## config.mk

```make
export PLATFORM = sky130hd
export DESIGN_NAME = nibble_serial_adder_ctrl_flat
export DESIGN_NICKNAME = d
export VERILOG_FILES = /design/src/rtl/nibble_serial_adder_ctrl_if.sv /design/src/rtl/nibble_serial_adder_ctrl.sv /design/src/flat_wrapper.sv
export SDC_FILE = /design/constraint.sdc
export NUM_CORES = 1
export LEC_CHECK = 0
export CORE_ASPECT_RATIO = 1.25
export CORE_MARGIN = 4
export CORE_UTILIZATION = 25
export DETAILED_ROUTE_END_ITERATION = 7
export DONT_BUFFER_PORTS = 1
export PLACE_DENSITY = 0.36
export SLEW_MARGIN = 20
export SYNTH_ARGS = -nofsm -noshare
export SYNTH_HDL_FRONTEND = slang
export SYNTH_HIERARCHICAL = 1
export SYNTH_SLANG_ARGS = --single-unit
export TNS_END_PERCENT = 20
```

## constraint.sdc

```tcl
create_clock -name clk -period 3.36 [get_ports clk]
set_input_delay 0.504 -clock clk [delete_from_list [all_inputs] [get_ports clk]]
set_output_delay 0.504 -clock clk [all_outputs]
set_load 0.005 [all_outputs]
```

## src/rtl/nibble_serial_adder_ctrl_if.sv

```systemverilog
// Handshake and operand/result bundle for the nibble-serial adder controller.
// The master side issues operands; the slave side returns the registered result.
interface nibble_serial_adder_ctrl_if #(
    parameter int NIBBLES = 4
);
    localparam int W = 4 * NIBBLES;

    logic         start;
    logic [W-1:0] a;
    logic [W-1:0] b;
    logic         cin;
    logic         busy;
    logic         done;
    logic [W-1:0] sum;
    logic         cout;

    modport master (
        output start, a, b, cin,
        input  busy, done, sum, cout
    );

    modport slave (
        input  start, a, b, cin,
        output busy, done, sum, cout
    );
endinterface

```

## src/rtl/nibble_serial_adder_ctrl.sv

```systemverilog
// Wide adder built from one shared 4-bit ripple adder, stepping one nibble
// per clock from the LSB, with the carry held in a register between steps.
module ripple_carry_adder_4bit (
    input  logic [3:0] a,
    input  logic [3:0] b,
    input  logic       cin,
    output logic [3:0] sum,
    output logic       cout
);
    logic [4:0] c;

    assign c[0] = cin;

    for (genvar i = 0; i < 4; i++) begin : g_fa
        assign sum[i]  = a[i] ^ b[i] ^ c[i];
        assign c[i+1]  = (a[i] & b[i]) | (c[i] & (a[i] ^ b[i]));
    end

    assign cout = c[4];
endmodule

module nibble_serial_adder_ctrl #(
    parameter int NIBBLES = 4
) (
    input  logic                       clk,
    input  logic                       rst,
    nibble_serial_adder_ctrl_if.slave  bus
);
    localparam int W  = 4 * NIBBLES;
    localparam int IW = (NIBBLES > 1) ? $clog2(NIBBLES) : 1;
    localparam logic [IW-1:0] LAST = IW'(NIBBLES - 1);

    typedef enum logic [1:0] {IDLE, RUN, DONE} state_t;

    state_t        state;
    logic [W-1:0]  opa;
    logic [W-1:0]  opb;
    logic          carry;
    logic [IW-1:0] idx;
    logic [W-1:0]  result;
    logic          carryout;
    logic          busy_reg;
    logic          done_reg;

    logic [3:0]    anib;
    logic [3:0]    bnib;
    logic [3:0]    nsum;
    logic          ncout;

    // Constant-index mux keeps every part-select in range, even for NIBBLES=1.
    always_comb begin
        anib = '0;
        bnib = '0;
        for (int n = 0; n < NIBBLES; n++) begin
            if (idx == IW'(n)) begin
                anib = opa[4*n +: 4];
                bnib = opb[4*n +: 4];
            end
        end
    end

    ripple_carry_adder_4bit u_adder (
        .a    (anib),
        .b    (bnib),
        .cin  (carry),
        .sum  (nsum),
        .cout (ncout)
    );

    always_ff @(posedge clk) begin
        if (rst) begin
            state    <= IDLE;
            opa      <= '0;
            opb      <= '0;
            carry    <= 1'b0;
            idx      <= '0;
            result   <= '0;
            carryout <= 1'b0;
            busy_reg <= 1'b0;
            done_reg <= 1'b0;
        end else begin
            case (state)
                IDLE, DONE: begin
                    done_reg <= 1'b0;
                    if (bus.start) begin
                        opa      <= bus.a;
                        opb      <= bus.b;
                        carry    <= bus.cin;
                        result   <= '0;
                        carryout <= 1'b0;
                        idx      <= '0;
                        busy_reg <= 1'b1;
                        state    <= RUN;
                    end else begin
                        busy_reg <= 1'b0;
                        state    <= IDLE;
                    end
                end
                RUN: begin
                    for (int n = 0; n < NIBBLES; n++) begin
                        if (idx == IW'(n)) begin
                            result[4*n +: 4] <= nsum;
                        end
                    end
                    carry <= ncout;
                    if (idx == LAST) begin
                        carryout <= ncout;
                        busy_reg <= 1'b0;
                        done_reg <= 1'b1;
                        state    <= DONE;
                    end else begin
                        idx <= idx + 1'b1;
                    end
                end
                default: begin
                    busy_reg <= 1'b0;
                    done_reg <= 1'b0;
                    state    <= IDLE;
                end
            endcase
        end
    end

    assign bus.busy = busy_reg;
    assign bus.done = done_reg;
    assign bus.sum  = result;
    assign bus.cout = carryout;
endmodule

```

## src/flat_wrapper.sv

```systemverilog
// flat-port wrapper written by rule: the top's interface ports become plain ports
module nibble_serial_adder_ctrl_flat 
#(
    parameter int NIBBLES = 4
)
  (clk, rst, bus_start, bus_a, bus_b, bus_cin, bus_busy, bus_done, bus_sum, bus_cout);
  nibble_serial_adder_ctrl_if #(.NIBBLES(NIBBLES)) bus_i ();
  input  logic clk;
  input  logic rst;
  input wire logic [$bits(bus_i.start)-1:0] bus_start;
  input wire logic [$bits(bus_i.a)-1:0] bus_a;
  input wire logic [$bits(bus_i.b)-1:0] bus_b;
  input wire logic [$bits(bus_i.cin)-1:0] bus_cin;
  output wire logic [$bits(bus_i.busy)-1:0] bus_busy;
  output wire logic [$bits(bus_i.done)-1:0] bus_done;
  output wire logic [$bits(bus_i.sum)-1:0] bus_sum;
  output wire logic [$bits(bus_i.cout)-1:0] bus_cout;
  assign bus_i.start = bus_start;
  assign bus_i.a = bus_a;
  assign bus_i.b = bus_b;
  assign bus_i.cin = bus_cin;
  assign bus_busy = bus_i.busy;
  assign bus_done = bus_i.done;
  assign bus_sum = bus_i.sum;
  assign bus_cout = bus_i.cout;
  nibble_serial_adder_ctrl #(.NIBBLES(NIBBLES)) u_core (.clk(clk), .rst(rst), .bus(bus_i));
endmodule
```

Yosys cells after proc, flatten, opt, wreduce, memory -nomap -nowiden
Cells that the tools add are included.
{"block": "totals", "ff_bits": 56, "in_bits": 36, "output_inout_bits": 19, "word_cells": 85}
{"block": "classes", "add_sub_neg": 1, "n_eq_ne": 11, "n_mux": 28, "n_bitwise": 21, "n_reduce_logical": 12}
{"op": "two-way mux 4 bit", "count": 12}
{"op": "one-hot mux 16 bit (2 select lines)", "count": 1}
{"op": "two-way mux 16 bit", "count": 1}
{"op": "AND reduction 3 bit", "count": 5}
{"op": "bitwise AND 1 bit", "count": 8}
{"op": "inequality test 2 x 1 -> 1 bit (second input constant)", "count": 4}
{"op": "one-hot mux 2 bit (2 select lines)", "count": 2}
{"op": "bitwise XOR 1 bit", "count": 8}
{"op": "equality test 2 bit (second input constant)", "count": 3}
{"op": "two-way mux 1 bit", "count": 6}
{"op": "two-way mux 2 bit", "count": 3}
{"op": "one-hot mux 1 bit (2 select lines)", "count": 3}
{"op": "equality test 2 x 1 -> 1 bit (second input constant)", "count": 2}
{"op": "logical NOT 2 bit", "count": 2}
{"op": "inequality test 2 bit (second input constant)", "count": 2}
{"op": "OR 1 bit", "count": 4}
{"op": "AND reduction 2 bit", "count": 2}
{"op": "OR reduction 2 bit", "count": 2}
{"op": "adder 2 x 1 -> 2 bit (second input constant)", "count": 1}
{"op": "nonzero test 2 bit", "count": 1}
{"op": "NOT 1 bit", "count": 1}

Longest topological paths before layout
Gate-level depths: netlist of the first run.
{"block": "depth", "depth_word": 16, "ltp_mapped": 16, "ltp_nobuf": 15}

Modules after synthesis
Netlist of the first run, hierarchy kept.
{"module": "nibble_serial_adder_ctrl", "instances": 1, "cells_per_inst": 286, "area_each_um2": 2327.2, "seq_area_each_um2": 1101.1}
{"module": "ripple_carry_adder_4bit", "instances": 1, "cells_per_inst": 14, "area_each_um2": 117.6, "seq_area_each_um2": 0.0}

Worst setup path before layout of the first run
Ideal clock, no wire load.
{"block": "synth_timing", "kind": "reg-to-reg", "startpoint": "register u_core.idx[0]", "endpoint": "register u_core.result[11], in the netlist u_core/bus.sum[11]", "setup_ps": 70, "arrival_time_ps": 3077, "required_time_ps": 3290, "slack_ps": 213, "path_stages_with_launch": 17, "n_path_buf": 1, "period_less_slack_ps": 3147, "cell_sequence": "dfxtp_1 inv_1 ha_1 nor2b_1 buf_2 a221oi_1 o31ai_1 fa_1 inv_1 fa_1 inv_1 fa_1 inv_1 fa_1 inv_1 nand3_1 a21oi_1"}
{"block": "synth_between", "elab_chain_len": 15, "elab_cells_between_ends": 30, "classes_between": "eq/ne (4); mux (10); bitwise (14); reduce/logical (2)"}
{"item": "start, declared", "line": "nibble_serial_adder_ctrl.sv:39", "text": "logic [IW-1:0] idx;"}
{"item": "start signal, assigned", "line": "nibble_serial_adder_ctrl.sv:112", "text": "idx <= idx + 1'b1;"}
{"item": "logical NOT 2 bit", "line": "nibble_serial_adder_ctrl.sv:55", "text": "if (idx == IW'(n)) begin"}
{"item": "two-way mux 4 bit (3 in a row)", "line": "nibble_serial_adder_ctrl.sv:55"}
{"item": "two-way mux 4 bit *", "line": "nibble_serial_adder_ctrl.sv:55"}
{"item": "via u_core.anib[0]", "line": "nibble_serial_adder_ctrl.sv:45", "text": "logic [3:0] anib;"}
{"item": "bitwise XOR 1 bit", "line": "nibble_serial_adder_ctrl.sv:16", "text": "assign c[i+1] = (a[i] & b[i]) | (c[i] & (a[i] ^ b[i]));"}
{"item": "bitwise AND 1 bit", "line": "nibble_serial_adder_ctrl.sv:16"}
{"item": "OR 1 bit *", "line": "nibble_serial_adder_ctrl.sv:16"}
{"item": "bitwise AND 1 bit *", "line": "nibble_serial_adder_ctrl.sv:16"}
{"item": "OR 1 bit *", "line": "nibble_serial_adder_ctrl.sv:16"}
{"item": "bitwise AND 1 bit *", "line": "nibble_serial_adder_ctrl.sv:16"}
{"item": "OR 1 bit *", "line": "nibble_serial_adder_ctrl.sv:16"}
{"item": "bitwise XOR 1 bit *", "line": "nibble_serial_adder_ctrl.sv:15", "text": "assign sum[i] = a[i] ^ b[i] ^ c[i];"}
{"item": "via u_core.nsum[3]", "line": "nibble_serial_adder_ctrl.sv:47", "text": "logic [3:0] nsum;"}
{"item": "two-way mux 4 bit *", "line": "nibble_serial_adder_ctrl.sv:101", "text": "if (idx == IW'(n)) begin"}
{"item": "one-hot mux 16 bit (2 select lines) *", "line": "nibble_serial_adder_ctrl.sv:82", "text": "case (state)"}
{"item": "end signal, assigned by index", "line": "nibble_serial_adder_ctrl.sv:102", "text": "result[4*n +: 4] <= nsum;"}
{"item": "end, declared", "line": "nibble_serial_adder_ctrl.sv:40", "text": "logic [W-1:0] result;"}
The timed path passes the listed nets; every way through them passes the cells marked *. The select of a mux whose other input is x is not followed.
A chain may end at the register's enable or synchronous reset.

Worst setup path after layout of the first run
{"block": "layout_timing", "startpoint": "register u_core.idx[0]", "endpoint": "register u_core.result[3], in the netlist u_core/bus.sum[3]"}
{"block": "layout_between", "elab_chain_len": 15, "elab_cells_between_ends": 30, "classes_between": "eq/ne (4); mux (10); bitwise (14); reduce/logical (2)"}
{"item": "logical NOT 2 bit", "line": "nibble_serial_adder_ctrl.sv:55"}
{"item": "two-way mux 4 bit (3 in a row)", "line": "nibble_serial_adder_ctrl.sv:55"}
{"item": "two-way mux 4 bit *", "line": "nibble_serial_adder_ctrl.sv:55"}
{"item": "via u_core.bnib[0]", "line": "nibble_serial_adder_ctrl.sv:46", "text": "logic [3:0] bnib;"}
{"item": "bitwise XOR 1 bit", "line": "nibble_serial_adder_ctrl.sv:16"}
{"item": "bitwise AND 1 bit", "line": "nibble_serial_adder_ctrl.sv:16"}
{"item": "OR 1 bit *", "line": "nibble_serial_adder_ctrl.sv:16"}
{"item": "bitwise AND 1 bit *", "line": "nibble_serial_adder_ctrl.sv:16"}
{"item": "OR 1 bit *", "line": "nibble_serial_adder_ctrl.sv:16"}
{"item": "bitwise AND 1 bit *", "line": "nibble_serial_adder_ctrl.sv:16"}
{"item": "OR 1 bit *", "line": "nibble_serial_adder_ctrl.sv:16"}
{"item": "bitwise XOR 1 bit *", "line": "nibble_serial_adder_ctrl.sv:15"}
{"item": "via u_core.nsum[3]", "line": "nibble_serial_adder_ctrl.sv:47"}
{"item": "two-way mux 4 bit *", "line": "nibble_serial_adder_ctrl.sv:101"}
{"item": "one-hot mux 16 bit (2 select lines) *", "line": "nibble_serial_adder_ctrl.sv:82"}
Marks and branches as above.

==> results of run 1 <==
synth_stat cells, drive strengths merged:
master,n,area [µm²]
a21oi,48,240
a221oi,8,70.1
a22oi,1,7.51
buf,13,66.3
clkbuf,10,37.5
dfxtp,55,1100
fa,4,80.1
ha,4,50.1
inv,16,60.1
nand2,73,274
nand2b,7,43.8
nand3,26,130
nand3b,5,37.5
nand4b,1,8.76
nor2,2,7.51
nor2b,11,68.8
o21a,1,15.0
o21ai,2,10.0
o31ai,8,60.1
o32ai,4,65.1
or3b,1,11.3
per-stage QoR:
stage	util, %	hold slack (ps)	area [µm²]	std cells	power (mW)
finish	28.9	291	2760	422	1.42
CTS	28.6	270	2740	422	1.45
global route	28.9	269	2760	422	1.50
detailed placement	27.0	446	2580	414	0.906
global placement	27.0	447	2580	414	0.905
floorplan	-	436	2440	300	0.854
kinds of logic (layout without fill, tap and decap cells):
group / count (synthesis) / after routing / share of synthesized area (%)
and+or+nand+nor: 126 / 126 / 23.8
AOI/OAI and AO/OA: 72 / 72 / 19.1
DFF: 55 / 55 / 45.0
buffers and inverters: 39 / 35 / 6.70
adders and majority gates: 8 / 8 / 5.32
placed cells by master (no fill, tap or decap), types with 4 or more instances in the layout:
cell type / instances
fa_1: 4
nand2b_1: 7
dfxtp_1: 53
nand3b_1: 5
o31ai_1: 7
o32ai_2: 4
nand2_1: 73
nor2b_1: 9
clkbuf_16: 5
a21oi_1: 48
buf_4: 11
a221oi_1: 6
inv_1: 15
nand3_1: 26
path summary, 6_finish.rpt:
| check | startpoint | cells after the start | to | slack, ps |
|---|---|---|---|---|
| worst min-delay path | rst | 1 | u_core/state[1]$_SDFFE_PP0P_ | 290 |
| worst max register to register | u_core/idx[0]$_SDFFE_PP0P_ | 15 | u_core/bus.sum[3]$_SDFFE_PP0P_ | 270 |
| worst min register to register | u_core/opa[10]$_SDFFE_PP0P_ | 2 | u_core/opa[10]$_SDFFE_PP0P_ | 450 |
| worst max-delay path | u_core/idx[0]$_SDFFE_PP0P_ | 15 | u_core/bus.sum[3]$_SDFFE_PP0P_ | 270 |
area by class of cell:
class                           count  share of cell area [%]
Tap cell                          126                    5.71
Multi-Input combinational cell    206                    43.7
Clock inverter                      1                   0.317
Clock buffer                        7                    5.17
Sequential cell                    55                    40.0
Timing Repair Buffer               11                    2.99
Inverter                           16                    2.18
routing by layer:
layer  GRT usage, %  up-vias  wire length, µm
met5              0        -                0
met4           3.42        0               62
met3           3.25        4              351
met1           14.6      930             2890
met2           20.8       39             3470
li1               -      999                -
power groups by stage:
stage	Combinational, mW	Clock (mW)	Sequential (mW)
finish	0.184	0.535	0.706
CTS	0.184	0.559	0.706
detailed placement	0.184	0	0.722
floorplan	0.143	0	0.711
global route	0.209	0.584	0.711
global placement	0.183	0	0.722
critical path: stages, from the launching register on:
cell and delay [ps]:
dfxtp_2 350, inv_1 80, ha_1 220, nor2b_2 190
a221oi_2 240, o31ai_1 130, fa_1 400, inv_1 70
fa_1 160, inv_1 50, fa_1 360, inv_1 70
fa_1 420, inv_2 90, nand3_1 70, a21oi_1 120
==> reports/qor.txt, run 1 <==
startpoint types: flip-flop
Fill cells: 1055
global route overflow: 0
syn avg cell area: 8.15 µm²
multi-input combinational cell area: 1200 µm²
register area: 1100 µm²
TritonCTS sink count: 55
Clock Power Share: 37.5%
status: complete, no violations
cts repair resizes: 0
cell count after synthesis: 300
initial antenna violation count: 0
CP Class: reg2reg
cts bufs inserted: 5
synthesized area: 2440 µm²
CP arrival: 3310 ps
first-pass GRT wire length: 10600 µm
Crit. End Element: flip-flop
clk buf depth: 2
FF+latch count, synth: 55
wire per inst: 16.0 µm
layout cells sized above 1: 11.1%
diode count: 0
Area Growth Syn to Fin: 12.9%
row cnt: 40
CTS tree: done
fin crit share: 91.9%
largest net degree at the start of global routing: 61
fin nets: 339
Final Hold Fails: 0
Worst slew margin: 38.0%
Max VDD drop: 231 µV
number of I/O pins: 55
sequential power share: 49.5%
# DRC: 0
Die Wd: 96.5 µm
GRT Overall Usage: 12.1%
htree depth: 2
clock latency on the worst-skew pair: 290 ps
Core ar.: 9560 µm²
Leak Pwr: 0.956 nW
DPL Wire Length: 4910 µm
f_max: 0.324 GHz
ANT nets after route: 0
Synth warnings: 6
Setup Skew: 5.31 ps
drt initial violations: 85
final setup vio count: 0
number of vias per cell: 4.67
clk slew on worst S/H paths: 70 ps
logic gate share of total power: 12.9%
Die H: 119 µm
Req. time, crit path: 3580 ps
I/O Buffers: 0
sw power: 372 µW
total negative setup slack: 0 ps
switch share: 26.1%
Worst Tran Pin Value: 925 ps
worst slack at placement: 113 ps
Distinct cells, synth: 23
Final min period: 3090 ps
post-CTS setup buffers: 0
routed vias: 1972
root buf cell: clkbuf_16
RSZ-0062 raised after global routing: false
Pwr Density: 516 nW/µm²
Initial Util: 25.6%
hold_buf cts: 0
Final WS setup: 273 ps
vias in the first global route: 1972
Int Pwr: 1.05 mW
max-cap violation count: 0
Seq/Total Area, Yosys: 45.0%
drt first pass iters: 4
GPL Wtd Cong: 0.735
synthesized net count: 344
CP max FO: 4
Die Footprint: 11400 µm²
Final Max Slew Viols: 0
drt total wl: 6770 µm
Hold WC Path Type: in2reg
Note: power is estimated with default switching activity, not from simulation.
==> run 2: changes to the inputs <==
CORE_UTILIZATION = 45   (was 25)
PLACE_DENSITY = 0.58   (was 0.36)
==> run 2 against run 1 <==
Cell area down 5.8%; via count decreased by 1.5%; largest cell class unchanged; critical path type unchanged; hold slack worse by 37 ps; routed wire length shrank 18%.
==> reports/qor.txt, run 2 (synthesis gave the netlist of run 1 again) <==
status: complete, no violations (unchanged)
row cnt: 29 (was 40)
total negative setup slack: 0 ps (unchanged)
wire per inst: 15.6 µm (was 16.0 µm)
layout cells sized above 1: 11.2% (was 11.1%)
Worst slew margin: 66.6% (was 38.0%)
Max VDD drop: 235 µV (was 231 µV)
global route overflow: 0 (unchanged)
fin nets: 337 (was 339)
clock latency on the worst-skew pair: 310 ps (was 290 ps)
Fill cells: 557 (was 1055)
Die Footprint: 6680 µm² (was 11400 µm²)
Req. time, crit path: 3610 ps (was 3580 ps)
hold_buf cts: 0 (unchanged)
CTS tree: done (unchanged)
number of vias per cell: 5.46 (was 4.67)
Hold WC Path Type: in2reg (unchanged)
root buf cell: clkbuf_8 (was clkbuf_16)
CP arrival: 3370 ps (was 3310 ps)
clk buf depth: 2 (unchanged)
cts bufs inserted: 5 (unchanged)
CP Cell Sequence: inv_1 -> ha_2 -> nor2b_2 -> a221oi_2 -> o31ai_1 -> fa_1 -> inv_1 -> fa_1 -> inv_1 -> fa_1 -> inv_1 -> fa_1 -> inv_2 -> nand3_1 -> a21oi_1 (was inv_1 -> ha_1 -> nor2b_2 -> a221oi_2 -> o31ai_1 -> fa_1 -> inv_1 -> fa_1 -> inv_1 -> fa_1 -> inv_1 -> fa_1 -> inv_2 -> nand3_1 -> a21oi_1)
max-cap violation count: 0 (unchanged)
Inst Count DP: 348 (was 414)
fin crit share: 92.8% (was 91.9%)
Hold WS: 254 ps (was 291 ps)
diode count: 0 (unchanged)
Reg-to-Reg Start: u_core/idx[0]$_SDFFE_PP0P_ (unchanged)
htree depth: 2 (unchanged)
Area Growth Syn to Fin: 6.35% (was 12.9%)
drt first pass iters: 4 (unchanged)
leading cell type in the layout, fill and taps excluded: nand2_1 (unchanged)
clk slew on worst S/H paths: 100 ps (was 70 ps)
drt initial violations: 119 (was 85)
Initial Util: 47.1% (was 25.6%)
Hold Path Depth: 1 (unchanged)
Crit. End Element: flip-flop (unchanged)
critical path's largest stage delay: 430 ps (was 420 ps)
filler-free cell count of the finished design: 356 (was 422)
Final min period: 3120 ps (was 3090 ps)
Core ar.: 5190 µm² (was 9560 µm²)
Worst Tran Pin Value: 501 ps (was 925 ps)
first-pass GRT wire length: 9160 µm (was 10600 µm)
GPL Wtd Cong: 0.798 (was 0.735)
Slowest cell on crit path: fa_1 (unchanged)
Final Hold Fails: 0 (unchanged)
Pwr Density: 474 nW/µm² (was 516 nW/µm²)
initial antenna violation count: 0 (unchanged)
Final Power: 1.23 mW (was 1.42 mW)
vias in the first global route: 1918 (was 1972)
Final Max Slew Viols: 0 (unchanged)
number of I/O pins: 55 (unchanged)
most frequent cells in the layout: nand2_1, dfxtp_1, a21oi_1 (unchanged)
CP max FO: 6 (was 4)
Worst Hold Path EP: u_core/state[1]$_SDFFE_PP0P_ (unchanged)
Die Wd: 73.9 µm (was 96.5 µm)
f_max: 0.321 GHz (was 0.324 GHz)
drt total wl: 5540 µm (was 6770 µm)
CP Class: reg2reg (unchanged)
final setup vio count: 0 (unchanged)
largest net degree at the start of global routing: 61 (unchanged)
# DRC: 0 (unchanged)
post-CTS setup buffers: 0 (unchanged)
routed vias: 1943 (was 1972)
Die H: 90.4 µm (was 119 µm)
cts repair resizes: 0 (unchanged)
Setup Skew: 8.34 ps (was 5.31 ps)
DPL Wire Length: 3940 µm (was 4910 µm)
GRT Overall Usage: 17.5% (was 12.1%)
startpoint types: flip-flop (unchanged)
Finished Core Util: 50.1% (was 28.9%)
HP Start: rst (unchanged)
ANT nets after route: 0 (unchanged)
TritonCTS sink count: 55 (unchanged)
I/O Buffers: 0 (unchanged)
worst reg2reg path depth: 15 (unchanged)
RR Endpoint: u_core/bus.sum[11]$_SDFFE_PP0P_ (was u_core/bus.sum[3]$_SDFFE_PP0P_)
register-to-register setup slack: 240 ps (was 270 ps)
Leak Pwr: 0.920 nW (was 0.956 nW)
## run 2: changes by cell type in the layout (fill, tap and decap cells not counted), sizes merged
cell | previous run | this run
buf | 11 | 9
clkinv | 1 | 3
clkbuf | 7 | 5
## run 2: critical path, delay by kind of cell, from the launching register on
kind | cells | cell delay, ps
AOI/OAI and AO/OA | 3 | 490
DFF | 1 | 360
buffers and inverters | 5 | 380
and+or+nand+nor | 2 | 270
adders and majority gates | 5 | 1570
## run 2: power by group
part           total [mW]  switching (mW)  internal (mW)
Clock               0.353           0.210          0.143
Sequential          0.703          0.0212          0.682
Combinational       0.177           0.108         0.0690
Total                1.23           0.338          0.895
## run 2: worst max path at each step
stage / endpoint / from / slack [ps]
final: u_core/bus.sum[11]$_SDFFE_PP0P_ / u_core/idx[0]$_SDFFE_PP0P_ / 240
after global routing: u_core/bus.sum[11]$_SDFFE_PP0P_ / u_core/idx[0]$_SDFFE_PP0P_ / -30
after CTS: u_core/bus.sum[11]$_SDFFE_PP0P_ / u_core/idx[0]$_SDFFE_PP0P_ / 20
after detailed placement: u_core/bus.sum[11]$_SDFFE_PP0P_ / u_core/idx[0]$_SDFFE_PP0P_ / 50
after global placement: u_core/bus.sum[11]$_SDFFE_PP0P_ / u_core/idx[0]$_SDFFE_PP0P_ / 180
after floorplan: u_core/bus.sum[11]$_SDFFE_PP0P_ / u_core/idx[0]$_SDFFE_PP0P_ / 210
## run 2: area by class of cell
class / count / area (µm²) / area share [%]
multi-input combinational: 206 / 1210 / 46.4
sequential: 55 / 1100 / 42.4
tap: 62 / 77.6 / 2.98
clock buffer: 5 / 68.8 / 2.65
timing repair buffer: 9 / 67.6 / 2.60
inverter: 16 / 60.1 / 2.31
clock inverter: 3 / 15.0 / 0.577
## run 2: metal layers
metal	wire length, µm	GRT usage, %	vias to the layer above	share of wire [%]
met2	2710	27.9	44	49
met5	0	0	-	0
li1	-	-	994	-
met4	149	7.70	0	2.7
met3	348	5.01	12	6.3
met1	2330	21.3	893	42
## run 2: per-stage QoR
| step | cell area (µm²) | setup WS (ps) |
|---|---|---|
| floorplan | 2440 | 213 |
| global route | 2600 | -32.2 |
| global placement | 2490 | 176 |
| CTS | 2570 | 23.0 |
| detailed placement | 2490 | 48.0 |
| finish | 2600 | 240 |
